$ cat config.mk
export PLATFORM = sky130hd
export DESIGN_NAME = fetch_sequencer
export DESIGN_NICKNAME = d
export VERILOG_FILES = /design/src/rtl/fetch_pkg.sv /design/src/rtl/ret_stack.sv /design/src/rtl/fetch_sequencer.sv
export SDC_FILE = /design/constraint.sdc
export NUM_CORES = 1
export LEC_CHECK = 0
export ABC_CLOCK_PERIOD_IN_PS = 5600
export BUFFER_PORTS_ARGS = -buffer_cell sky130_fd_sc_hd__buf_2
export CAP_MARGIN = 40
export CORE_AREA = 2 2 106 108
export DETAILED_ROUTE_END_ITERATION = 10
export DIE_AREA = 0 0 108 110
export GPL_TIMING_DRIVEN = 0
export MAX_ROUTING_LAYER = met4
export PLACE_DENSITY = 0.83
export SLEW_MARGIN = 20
export SYNTH_ARGS = -nofsm -noshare
export SYNTH_HDL_FRONTEND = slang
export SYNTH_HIERARCHICAL = 1
export SYNTH_SLANG_ARGS = --single-unit
$ cat constraint.sdc
create_clock -name clk -period 5.6 [get_ports clk]
set_input_delay 0.56 -clock clk [delete_from_list [all_inputs] [get_ports clk]]
set_output_delay 0.56 -clock clk [all_outputs]
set_load 0.05 [all_outputs]
$ cat src/rtl/fetch_pkg.sv
// Shared opcode, condition-code and FSM encodings for the fetch sequencer,
// plus helpers that decode control-flow instructions.
package fetch_pkg;

  localparam int ISA_W = 19;
  localparam int TGT_W = 12;

  localparam logic [2:0] OP_BRANCH = 3'd5;
  localparam logic [2:0] OP_JUMP   = 3'd7;

  localparam logic [1:0] COND_Z  = 2'b00;
  localparam logic [1:0] COND_NZ = 2'b01;
  localparam logic [1:0] COND_C  = 2'b10;
  localparam logic [1:0] COND_NC = 2'b11;

  localparam logic [1:0] ST_IDLE  = 2'd0;
  localparam logic [1:0] ST_FETCH = 2'd1;
  localparam logic [1:0] ST_ISSUE = 2'd2;
  localparam logic [1:0] ST_CTRL  = 2'd3;

  typedef struct packed {
    logic             is_branch;
    logic             is_call;
    logic             is_ret;
    logic [1:0]       cond;
    logic [7:0]       offset;
    logic [TGT_W-1:0] target;
  } ctrl_t;

  function automatic logic is_ctrl_op(input logic [2:0] op);
    return (op == OP_BRANCH) || (op == OP_JUMP);
  endfunction

  function automatic ctrl_t decode_ctrl(input logic [ISA_W-1:0] ins);
    ctrl_t d;
    d.is_branch = (ins[18:16] == OP_BRANCH);
    d.is_call   = (ins[18:16] == OP_JUMP) && !ins[15] && ins[14];
    d.is_ret    = (ins[18:16] == OP_JUMP) && ins[15];
    d.cond      = ins[15:14];
    d.offset    = ins[7:0];
    d.target    = ins[11:0];
    return d;
  endfunction

  function automatic logic cond_met(input logic [1:0] cond, input logic z, input logic c);
    logic r;
    case (cond)
      COND_Z:  r = z;
      COND_NZ: r = !z;
      COND_C:  r = c;
      default: r = !c;
    endcase
    return r;
  endfunction

endpackage

$ cat src/rtl/ret_stack.sv
// LIFO of return addresses; push on full and pop on empty are ignored so the
// caller can flag them. Top is combinational from the current fill level.
module ret_stack #(
  parameter int DEPTH = 8,
  parameter int W     = 12
) (
  input  logic         clk,
  input  logic         rst,
  input  logic         push_i,
  input  logic         pop_i,
  input  logic [W-1:0] push_dat_i,
  output logic         full_o,
  output logic         empty_o,
  output logic [W-1:0] top_o
);

  localparam int AW = $clog2(DEPTH);

  logic [AW:0]   cnt_q, cnt_d;
  logic [W-1:0]  mem_q [DEPTH];
  logic [AW-1:0] wr_idx;
  logic [AW-1:0] top_idx;
  logic          do_push;
  logic          do_pop;

  assign full_o  = (cnt_q == (AW+1)'(DEPTH));
  assign empty_o = (cnt_q == '0);
  assign do_push = push_i && !full_o;
  assign do_pop  = pop_i && !empty_o && !push_i;
  assign wr_idx  = cnt_q[AW-1:0];
  assign top_idx = wr_idx - AW'(1);
  assign top_o   = mem_q[top_idx];

  always_comb begin
    cnt_d = cnt_q;
    if (do_push) begin
      cnt_d = cnt_q + (AW+1)'(1);
    end else if (do_pop) begin
      cnt_d = cnt_q - (AW+1)'(1);
    end
  end

  always_ff @(posedge clk or negedge rst) begin
    if (!rst) begin
      cnt_q <= '0;
    end else begin
      cnt_q <= cnt_d;
    end
  end

  // Entries beyond the fill level are never read, so storage needs no reset.
  always_ff @(posedge clk) begin
    if (do_push) begin
      mem_q[wr_idx] <= push_dat_i;
    end
  end

endmodule

$ cat src/rtl/fetch_sequencer.sv
// Fetch/PC-sequencing stage: fetches over req/ack, resolves branch/jump/call/ret locally.
// imem_ack -> instr_valid in 1 cycle; while instr_ready is low instr is held and no fetch is issued.
module fetch_sequencer
  import fetch_pkg::*;
#(
  parameter int              PC_W        = 12,
  parameter int              INSTR_W     = 19,
  parameter int              STACK_DEPTH = 8,
  parameter logic [PC_W-1:0] RESET_PC    = '0
) (
  input  logic               clk,
  input  logic               rst,
  output logic [PC_W-1:0]    imem_addr,
  output logic               imem_req,
  input  logic               imem_ack,
  input  logic [INSTR_W-1:0] imem_data,
  input  logic               flag_z,
  input  logic               flag_c,
  input  logic               flags_valid,
  output logic [INSTR_W-1:0] instr,
  output logic               instr_valid,
  input  logic               instr_ready,
  output logic               stack_ovf,
  output logic               stack_unf
);

  logic [1:0]         state_q, state_d;
  logic [PC_W-1:0]    pc_q, pc_d;
  logic [INSTR_W-1:0] instr_q, instr_d;
  logic               ovf_q, ovf_d;
  logic               unf_q, unf_d;

  logic [PC_W-1:0]    pc_inc;
  logic [PC_W-1:0]    pc_tgt;
  ctrl_t              dec;

  logic               stk_push;
  logic               stk_pop;
  logic               stk_full;
  logic               stk_empty;
  logic [PC_W-1:0]    stk_top;

  assign dec    = decode_ctrl(instr_q);
  assign pc_inc = pc_q + PC_W'(1);
  // Offset is unsigned and relative to the following instruction; both adds wrap.
  assign pc_tgt = pc_inc + PC_W'(dec.offset);

  assign imem_req    = (state_q == ST_FETCH);
  assign imem_addr   = pc_q;
  assign instr       = instr_q;
  assign instr_valid = (state_q == ST_ISSUE);
  assign stack_ovf   = ovf_q;
  assign stack_unf   = unf_q;

  ret_stack #(
    .DEPTH (STACK_DEPTH),
    .W     (PC_W)
  ) u_ret_stack (
    .clk        (clk),
    .rst        (rst),
    .push_i     (stk_push),
    .pop_i      (stk_pop),
    .push_dat_i (pc_inc),
    .full_o     (stk_full),
    .empty_o    (stk_empty),
    .top_o      (stk_top)
  );

  always_comb begin
    state_d  = state_q;
    pc_d     = pc_q;
    instr_d  = instr_q;
    ovf_d    = ovf_q;
    unf_d    = unf_q;
    stk_push = 1'b0;
    stk_pop  = 1'b0;

    case (state_q)
      ST_IDLE: begin
        state_d = ST_FETCH;
      end

      ST_FETCH: begin
        if (imem_ack) begin
          instr_d = imem_data;
          state_d = is_ctrl_op(imem_data[INSTR_W-1 -: 3]) ? ST_CTRL : ST_ISSUE;
        end
      end

      ST_ISSUE: begin
        if (instr_ready) begin
          pc_d    = pc_inc;
          state_d = ST_FETCH;
        end
      end

      ST_CTRL: begin
        if (dec.is_branch) begin
          // Flags may still lag instructions already handed downstream.
          if (flags_valid) begin
            pc_d    = cond_met(dec.cond, flag_z, flag_c) ? pc_tgt : pc_inc;
            state_d = ST_FETCH;
          end
        end else if (dec.is_ret) begin
          if (stk_empty) begin
            unf_d = 1'b1;
            pc_d  = pc_inc;
          end else begin
            stk_pop = 1'b1;
            pc_d    = stk_top;
          end
          state_d = ST_FETCH;
        end else begin
          if (dec.is_call) begin
            if (stk_full) begin
              ovf_d = 1'b1;
            end else begin
              stk_push = 1'b1;
            end
          end
          pc_d    = PC_W'(dec.target);
          state_d = ST_FETCH;
        end
      end

      default: begin
        state_d = ST_IDLE;
      end
    endcase
  end

  always_ff @(posedge clk or negedge rst) begin
    if (!rst) begin
      state_q <= ST_IDLE;
      pc_q    <= RESET_PC;
      instr_q <= '0;
      ovf_q   <= 1'b0;
      unf_q   <= 1'b0;
    end else begin
      state_q <= state_d;
      pc_q    <= pc_d;
      instr_q <= instr_d;
      ovf_q   <= ovf_d;
      unf_q   <= unf_d;
    end
  end

endmodule

=== After elaboration in Yosys (flattened, before gate mapping) ===
Memories as Yosys holds them, arrays and structs flattened.
Index checks and enable logic that the tools add are counted.

* Bits in read-only memories: 0
* Memories: 1
* Logic and storage cells: 80
* Register bits after elaboration: 39
* Bits in writable memories: 96
* Bits in latches: 0
* Output and inout port bits: 35

* Order comparisons: 0
* Bitwise logic cells: 2
* Div/mod/pow operators: 0
* Muxes and demuxes: 30
* Add/sub/neg operators: 5
* Multiply operators: 0
* Reduce and logical (&&, ||, !) cells: 23
* Eq/ne operators: 13
* Shift-type cells: 0

{| class="wikitable"
|+ Memory list
! memory !! words !! width !! rd ports !! clocked after Yosys merged registers in !! wr ports !! line !! RTL
|-
| u_ret_stack.mem_q || 8 || 12 || 1 || 0 || 1 || ret_stack.sv:20 || <nowiki>logic [W-1:0] mem_q [DEPTH];</nowiki>
|}

{| class="wikitable"
|+ Operators by type and width
! cell !! number
|-
| 12-bit two-way mux || 6
|-
| 12-bit one-hot mux with 2 select lines || 1
|-
| 1-bit two-way mux || 15
|-
| 12-bit by 1-bit adder with 12-bit output (second input constant) || 1
|-
| 12-bit by 8-bit adder with 12-bit output || 1
|-
| 3-bit == test (second input constant) || 4
|-
| 2-bit two-way mux || 4
|-
| 4-bit two-way mux || 2
|-
| 2-bit one-hot mux with 4 select lines || 1
|-
| 2-bit == test (second input constant) || 3
|-
| 1-bit logical AND || 6
|-
| 1-bit zero test || 6
|-
| 3-bit AND reduction || 2
|-
| 5-bit AND reduction || 1
|-
| 4-bit by 1-bit adder with 4-bit output (second input constant) || 1
|-
| 2-bit by 1-bit == test with 1-bit output (second input constant) || 2
|-
| 4-bit == test (second input constant) || 1
|-
| 2-bit zero test || 2
|-
| 4-bit zero test || 1
|-
| 2-bit by 1-bit inequality test with 1-bit output (second input constant) || 2
|-
| 4-bit AND reduction || 1
|-
| 2-bit nonzero test || 2
|-
| 4-bit by 1-bit subtractor with 4-bit output (second input constant) || 1
|-
| 3-bit inequality test (second input constant) || 1
|-
| other kinds (5) || 6
|}

=== Longest topological paths before layout ===
Gate-level depths: netlist of the first run.

* Depth in word-level cells: 11
* Depth in mapped cells: 12
* Gate-level depth less buffers: 11

=== Cells and area by module ===
Netlist of the first run, hierarchy kept.

{| class="wikitable"
|+ Modules (own cells, without submodules)
! module !! times used !! area each (um2) !! cells an instance
|-
| ret_stack || 1 || 4,015.1 || 186
|-
| fetch_sequencer || 1 || 2,558.7 || 269
|}

=== Worst setup path before layout of the first run ===
Ideal clock, no wire load.

* Path type: register -> register
* Start point: reg pc_q[0] (netlist: imem_addr[0])
* End point: reg pc_q[11] (netlist: imem_addr[11])
* Data required time: 5.504 ns
* Data arrival time: 3.293 ns
* Setup slack: 2.211 ns
* Setup time: 0.096 ns
* Stages on the path, launching flop included: 12
* Cells stage by stage: dfrtp_1 > ha_1 > clkbuf_1 > nand2_1 > xnor2_1 > ha_1 > a21o_1 > a22o_1 > a311oi_2 > nor2_1 > and3_1 > o32ai_2

* Cells in the longest elaborated chain, start to end: 6
* Elaborated cells between the ends (all ways): 9
* Those cells by class: 2 x add/sub; 7 x mux

{| class="wikitable"
|+ RTL lines
! item !! line !! RTL
|-
| start: declaration || fetch_sequencer.sv:28 || <nowiki>logic [PC_W-1:0] pc_q, pc_d;</nowiki>
|-
| start signal: assignment || fetch_sequencer.sv:141 || <nowiki>pc_q <= pc_d;</nowiki>
|-
| 12-bit by 1-bit adder with 12-bit output || fetch_sequencer.sv:44 || <nowiki>assign pc_inc = pc_q + PC_W'(1);</nowiki>
|-
| net pc_inc[6] || fetch_sequencer.sv:33 || <nowiki>logic [PC_W-1:0] pc_inc;</nowiki>
|-
| 12-bit by 8-bit adder with 12-bit output || fetch_sequencer.sv:46 || <nowiki>assign pc_tgt = pc_inc + PC_W'(dec.offset);</nowiki>
|-
| 12-bit two-way mux || fetch_sequencer.sv:101 || <nowiki>pc_d = cond_met(dec.cond, flag_z, flag_c) ? pc_tgt : pc_inc;</nowiki>
|-
| 12-bit two-way mux || fetch_sequencer.sv:100 || <nowiki>if (flags_valid) begin</nowiki>
|-
| 12-bit two-way mux || fetch_sequencer.sv:98 || <nowiki>if (dec.is_branch) begin</nowiki>
|-
| 12-bit one-hot mux with 2 select lines || fetch_sequencer.sv:78 || <nowiki>case (state_q)</nowiki>
|}

The timed path passes the listed nets, and every way through them passes these cells. The select of a mux whose other input is x is not followed.
A chain may end at the register's enable or synchronous reset.

=== Worst setup path in the final report of the first run ===
Same ends and word-level chain as after synthesis.

==> impl_results.md, run 1 <==
* Synth cell types at 64
* Status: completed
* Post-DRT Antenna Nets at 0
* Register-to-register setup slack at 1820 ps
* Synthesized area at 6574 µm²
* Largest net degree at the start of global routing at 33
* Post-synthesis xor/xnor area fraction at 0.03007
* Setup bufs post-CTS at 0
* Critical Path Sink Type: flip-flop
* Compound-cell area share of the yosys netlist at 0.09802
* Worst r2r src: imem_addr[0]
* GRT Overall Usage at 0.2962
* Crit path max fanout at 11
* IO Count at 61
* Power Density at 566.6 nW/µm²
* Reg2Reg Depth at 10
* Final WL at 15.97 mm
* Area delta synth->final at 18.12%
* Critical Path RT at 6030 ps
* Routability cong. at 0.9797
* Post-synth EDFFs at 96
* Fmax at 0.2645 GHz
* Fraction of layout cells with a size suffix above 1 at 0.3201
* Worst Setup Start Kind: flip-flop
* Largest cells by area after synthesis: edfxtp_1 44%, dfrtp_1 15%, mux4_2 5.8%, mux2_2 5.7%, mux4_1 2.8%
* Total grt overflow at 0
* Tcrit/Tclk final at 0.6750
* Mapped Nets at 497
* TNS Setup at 0 ps
* Largest area contributor in the netlist: edfxtp_1
* Slew margin rel. at 0.4382
* Final Cell Area at 7765 µm²
* MaxCap Viol Count at 0
* Synth Area in Adders at 0.03274
* CTS Sinks at 135
* Post-place instance area at 7108 µm²
* Least-Margin Pin Slew at 841.8 ps
* Initial antenna violation count at 0
* Final setup vio count at 0
* Register area at 3859 µm²
* Setup CP Type: reg -> reg
* Most common cell after layout, fill and taps aside: edfxtp_1
* Row count at 38
* RSZ-0062 raised after global routing: false
* Maximum clock path buffer count at 2
* Die area at 11880 µm²
* Pre-Repair DR Iteration Count at 8
* Min Clock Period, post-route at 3780 ps
* Routed vias/inst at 6.638
* Die width at 108 µm
* Async SR Flop Fraction at 0.2889
* Vias in the first global route at 4490
* Hpwl dp at 10.44 mm
* CTS tree: yes
* Synth Register Bits at 135
* Port Buffer Count at 60
* Worst min-delay path class: in -> reg
* VDD IR max at 545.3 µV
* Critical Path AT at 4210 ps
* CTS Buf Count at 17
* Worst hold endpoint: instr[8]
* Slew Viols, Final at 0
* Post-cts sizing count at 0
* Worst-Skew Late Latency at 530 ps
* H-tree levels at 4
* ANT cells at 0
* Post-synthesis sequential area ratio at 0.5870
* Die Y at 110 µm
* Vias at 4600
* Post-synthesis simple-gate area fraction at 0.08527
* Filler instances at 647
* WL/cell at 23.04 µm
* Core box area at 10700 µm²
* Lkg Pwr at 2.888 nW
* Ys Warns at 6
* Top_reg_cell synth: edfxtp_1
* Detailed-route DRC error count at 0
* Starting Density at 0.6145
* R2r endpoint: imem_addr[11]
* Cells after Synth at 455
* Worst Min Path Start: imem_data[8]
* Final layout net count at 582
* DRT iter0 DRCs at 500
* Root Buffer: clkbuf_8
* Commonest cells after routing, fill and taps aside: 96 x edfxtp_1, 68 x buf_2, 39 x dfrtp_1
* Clk slew on worst S/H paths at 60 ps
* Skew final at 9.535 ps
* Syn Area/Cell at 14.45 µm²
* First-pass GRT wire length at 24.68 mm
* Final hold vios at 0
* Hold Path Depth at 2
* Multi-input gate area in the final layout at 2599 µm²
* Mux cell area share after synthesis at 0.1462
* Post-synth top area share at 0.4385
* Largest family of logic cells by synthesized area: multiplexers
-- per-layer routing --
metal,vias to the layer above,share of wire,track usage
met5,-,0,-
met4,0,0.032,0.1209
met3,51,0.088,0.05526
met2,358,0.49,0.4708
met1,2233,0.39,0.3834
li1,1958,-,-
-- critical path, cell delays in order (launching register included) --
cell and delay, ps:
dfrtp_1 550, nand3_1 260, nor2_1 310, xor2_1 700
ha_1 430, and3_1 170, a22o_1 220, a311oi_2 460
nor2_1 140, and3_1 210, o32ai_2 240
-- what timing repair did --
item	4_1_cts	5_1_grt
hold buffers	1	0
setup endpoints to repair	0	0
endpoints found under the hold margin	7	0
-- cells in the mapped netlist, types with 3 or more instances --
| master | count |
|---|---|
| a22oi_1 | 6 |
| mux4_2 | 17 |
| o21ai_1 | 6 |
| mux4_1 | 7 |
| inv_1 | 8 |
| nor2b_1 | 5 |
| ha_1 | 14 |
| nand3_1 | 11 |
| mux2_2 | 33 |
| a31oi_1 | 7 |
| edfxtp_1 | 96 |
| nand4_1 | 3 |
| dfrtp_1 | 39 |
| nor2_1 | 29 |
| clkbuf_1 | 9 |
| o21ai_0 | 14 |
| a21oi_1 | 16 |
| nand2_1 | 33 |
| a221oi_1 | 5 |
| and3_1 | 5 |
| xnor2_1 | 10 |
| a22o_1 | 3 |
| buf_2 | 6 |
| xor2_1 | 7 |
| a21o_1 | 8 |
| a211oi_1 | 3 |
| and2_1 | 3 |
| a221o_1 | 4 |
| nor3_1 | 4 |
-- layout make-up --
class	count	area share
flip-flops and latches	135	0.4969
multi-input cells	294	0.3347
clock buffers	20	0.05607
repair buffers	66	0.04625
clock inverters	12	0.02594
well taps	140	0.02256
plain buffers	18	0.01370
inverters	8	0.003867
-- state kept, by name, indices dropped and copies added (netlist names) --
register           cells
u_ret_stack/mem_q     96
imem_addr             12
instr                 19
stack_unf              1
u_ret_stack/cnt_q      4
state_q                2
stack_ovf              1
-- worst max-delay path by stage --
stage,startpoint,end
after global routing,imem_addr[0],imem_addr[11]
after detailed placement,imem_addr[0],imem_addr[11]
after CTS,imem_addr[0],imem_addr[11]
after global placement,u_ret_stack/cnt_q[0],u_ret_stack/mem_q[2][7]
after floorplan,imem_addr[0],imem_addr[11]
final,imem_addr[0],imem_addr[11]
-- power by group --
part           leakage [nW]  total (mW)  switching (mW)  internal, mW
clock                 0.305        1.20           0.420         0.780
combinational          1.25        1.73            1.17         0.553
sequential             1.33        1.47           0.177          1.29
total                  2.89        4.40            1.77          2.63
-- logic make-up after synthesis --
family                   after synthesis
multiplexers                          58
flip-flops                           135
AO/OA/AOI/OAI                         90
adder cells (fa/ha/maj)               16
XOR/XNOR                              20
buffers and inverters                 26
AND/OR/NAND/NOR                      110
-- stage by stage --
| step | cells | utilization | total power, mW | hold slack (ps) | setup slack, ps |
|---|---|---|---|---|---|
| floorplan | 455 | - | 2.711 | 264.4 | 2211 |
| detailed placement | 658 | 0.6644 | 3.152 | 431.4 | 1841 |
| global placement | 655 | 0.6589 | 3.086 | 441.9 | 1558 |
| finish | 693 | 0.7258 | 4.399 | 264.1 | 1820 |
| global route | 693 | 0.7258 | 4.588 | 251.9 | 1609 |
| CTS | 691 | 0.7249 | 4.361 | 247.9 | 1762 |
No activity file was read; power rests on OpenSTA's default activity.
==> run 2: changes to the inputs <==
--- a/config.mk
+++ b/config.mk
@@ -5,15 +5,15 @@
 export SDC_FILE = /design/constraint.sdc
 export NUM_CORES = 1
 export LEC_CHECK = 0
-export ABC_CLOCK_PERIOD_IN_PS = 5600
+export ABC_CLOCK_PERIOD_IN_PS = 3700
 export BUFFER_PORTS_ARGS = -buffer_cell sky130_fd_sc_hd__buf_2
 export CAP_MARGIN = 40
-export CORE_AREA = 2 2 106 108
+export CORE_AREA = 2 2 109 111
 export DETAILED_ROUTE_END_ITERATION = 10
-export DIE_AREA = 0 0 108 110
+export DIE_AREA = 0 0 111 113
 export GPL_TIMING_DRIVEN = 0
 export MAX_ROUTING_LAYER = met4
-export PLACE_DENSITY = 0.83
+export PLACE_DENSITY = 0.79
 export SLEW_MARGIN = 20
 export SYNTH_ARGS = -nofsm -noshare
 export SYNTH_HDL_FRONTEND = slang
==> constraint.sdc (replaced) <==
create_clock -name clk -period 3.7 [get_ports clk]
set_input_delay 0.37 -clock clk [delete_from_list [all_inputs] [get_ports clk]]
set_output_delay 0.37 -clock clk [all_outputs]
set_load 0.05 [all_outputs]
==> run 2 against run 1 <==
Clock skew shrank 0.91 ps. First-iteration DRC count down 23%. Count of clock-buffer cells in the layout down 3. Final area decreased by 0.24%.
==> impl_results.md, run 2 (synthesized netlist as in run 1, its figures left out) <==
* Status: completed (unchanged)
* Net switching power at 2.720 mW (was 1.771 mW)
* CTS Buf Count at 17 (unchanged)
* Vias at 4342 (was 4600)
* Detailed-route DRC error count at 0 (unchanged)
* Maximum clock path buffer count at 2 (unchanged)
* Final setup vio count at 0 (unchanged)
* DRT iter0 DRCs at 387 (was 500)
* Clk network pwr share at 0.255 (was 0.273)
* Crit path max fanout at 12 (was 11)
* Critical Path Sink Type: flip-flop (unchanged)
* RSZ-0062 raised after global routing: true (was false)
* Final design utilization at 0.6872 (was 0.7258)
* Setup CP Type: reg -> reg (unchanged)
* Tcrit/Tclk final at 0.9522 (was 0.6750)
* Post-DRT Antenna Nets at 0 (unchanged)
* PnR worst setup slack at 176.8 ps (was 1820 ps)
* Least-Margin Pin Slew at 862.6 ps (was 841.8 ps)
* Clk slew on worst S/H paths at 60 ps (about the same)
* Vias in the first global route at 4350 (was 4490)
* Port Buffer Count at 60 (unchanged)
* Die area at 12540 µm² (was 11880 µm²)
* ANT cells at 0 (unchanged)
* Sw frac at 0.4195 (was 0.4026)
* Die width at 111 µm (was 108 µm)
* Worst Setup Start Kind: flip-flop (unchanged)
* Critical Path AT at 3560 ps (was 4210 ps)
* Flop pwr share at 0.342 (was 0.335)
* First-pass GRT wire length at 23.63 mm (was 24.68 mm)
* CTS tree: yes (unchanged)
* Fmax at 0.2838 GHz (was 0.2645 GHz)
* Worst min-delay path class: in -> reg (unchanged)
* H-tree levels at 4 (unchanged)
* Routed vias/inst at 6.247 (was 6.638)
* DP Worst Slack at -162.1 ps (was 1841 ps)
* Lkg Pwr at 2.877 nW (was 2.888 nW)
* Power Density at 837.1 nW/µm² (was 566.6 nW/µm²)
* Total grt overflow at 0 (unchanged)
* Row count at 39 (was 38)
* Starting Density at 0.5832 (was 0.6145)
* IO Count at 61 (unchanged)
* Hpwl dp at 10.61 mm (was 10.44 mm)
* Most flops, register: u_ret_stack/mem_q (unchanged)
* Die Y at 113 µm (was 110 µm)
* Min Clock Period, post-route at 3523 ps (was 3780 ps)
* Combinational share of power at 0.403 (was 0.393)
* Fraction of layout cells with a size suffix above 1 at 0.3279 (was 0.3201)
* Final WL at 15.29 mm (was 15.97 mm)
* Area delta synth->final at 17.83% (was 18.12%)
* Tot Pwr at 6.484 mW (was 4.399 mW)
* Slew margin rel. at 0.4208 (was 0.4382)
* CTS Sinks at 135 (unchanged)
* Internal power at 3.764 mW (was 2.628 mW)
* VDD IR max at 826.5 µV (was 545.3 µV)
* Final layout net count at 581 (was 582)
* TNS Setup at 0 ps (unchanged)
* Hold slack at 183.2 ps (was 264.1 ps)
* Worst-Skew Late Latency at 410 ps (was 530 ps)
* Core box area at 11270 µm² (was 10700 µm²)
* Slew Viols, Final at 0 (unchanged)
* Pre-Repair DR Iteration Count at 5 (was 8)
* Max reg flops at 96 (unchanged)
* Initial antenna violation count at 0 (unchanged)
* GRT Overall Usage at 0.2600 (was 0.2962)
* Skew final at 8.626 ps (was 9.535 ps)
* MaxCap Viol Count at 0 (unchanged)
* Setup bufs post-CTS at 0 (unchanged)
* Critical Path RT at 3740 ps (was 6030 ps)
* Routability cong. at 0.9018 (was 0.9797)
* Most common cell after layout, fill and taps aside: edfxtp_1 (unchanged)
* Largest net degree at the start of global routing at 24 (was 33)
* Final hold vios at 0 (unchanged)
* WL/cell at 22.00 µm (was 23.04 µm)
* Root Buffer: clkbuf_16 (was clkbuf_8)
* Commonest cells after routing, fill and taps aside: 96 x edfxtp_1, 67 x buf_2, 39 x dfrtp_1 (was 96 x edfxtp_1, 68 x buf_2, 39 x dfrtp_1)
-- run 2: cell types whose count changed in the layout (fill, tap and decap cells not counted), moves of 2 or more --
cell,change
bufinv_16,-4
inv_6,+4
inv_8,+4
clkbuf_1,-3
clkbuf_8,-2
clkinv_2,-2
-- run 2: layout make-up --
type / count / area, µm²
Timing Repair Buffer: 66 / 366.6
Inverter: 8 / 30.03
Multi-Input combinational cell: 294 / 2621
Sequential cell: 135 / 3859
Tap cell: 143 / 178.9
Buffer: 17 / 102.6
Clock buffer: 17 / 425.4
Fill cell: 721 / 3526
Clock inverter: 15 / 162.7
-- run 2: path summary, 6_finish.rpt --
| check | end | slack (ps) | cells past startpoint | start |
|---|---|---|---|---|
| max reg2reg | u_ret_stack/mem_q[5][10] | 180 | 10 | u_ret_stack/cnt_q[0] |
| min in group asynchronous | instr[9] | 450 | 2 | rst |
| min | instr[5] | 180 | 2 | imem_data[5] |
| max | u_ret_stack/mem_q[5][10] | 180 | 10 | u_ret_stack/cnt_q[0] |
| min reg2reg | stack_ovf | 460 | 1 | stack_ovf |
| max in group asynchronous | u_ret_stack/cnt_q[3] | 2770 | 3 | rst |
-- run 2: power by group through the flow --
stage          combinational [mW]  sequential, mW  clock (mW)
6_report                     2.61            2.22        1.65
5_1_grt                      2.80            2.25        1.74
4_1_cts                      2.56            2.21        1.67
3_5_place_dp                 2.54            2.24           0
3_3_place_gp                 2.46            2.23           0
2_1_floorplan                1.36            2.75           0
-- run 2: per-layer routing --
| layer | part of all wire | track usage | vias up |
|---|---|---|---|
| met5 | 0 | - | - |
| met4 | 0.031 | 0.1008 | 0 |
| met3 | 0.071 | 0.06320 | 37 |
| met2 | 0.50 | 0.4204 | 229 |
| met1 | 0.40 | 0.3218 | 2117 |
| li1 | - | - | 1959 |
-- run 2: critical path: stages, from the launching register on --
cell and delay, ps:
dfrtp_1 390, buf_6 190, buf_6 220, inv_1 110
ha_1 270, nor2b_1 170, and2_1 190, nor4_1 490
buf_2 240, nand2_1 160, nor2_2 690
-- run 2: stage by stage --
stage / std cells / instance area (µm²)
final: 695 / 7746
after CTS: 693 / 7711
after global routing: 695 / 7746
after detailed placement: 660 / 7106
after floorplan: 455 / 6574
after global placement: 658 / 7053
-- run 2: repair_timing --
action,in CTS,in global routing
hold buffers,1,0
endpoints found under the hold margin,16,0
endpoints found under the setup margin,1,86
cloned,0,0
resized for setup,1,3
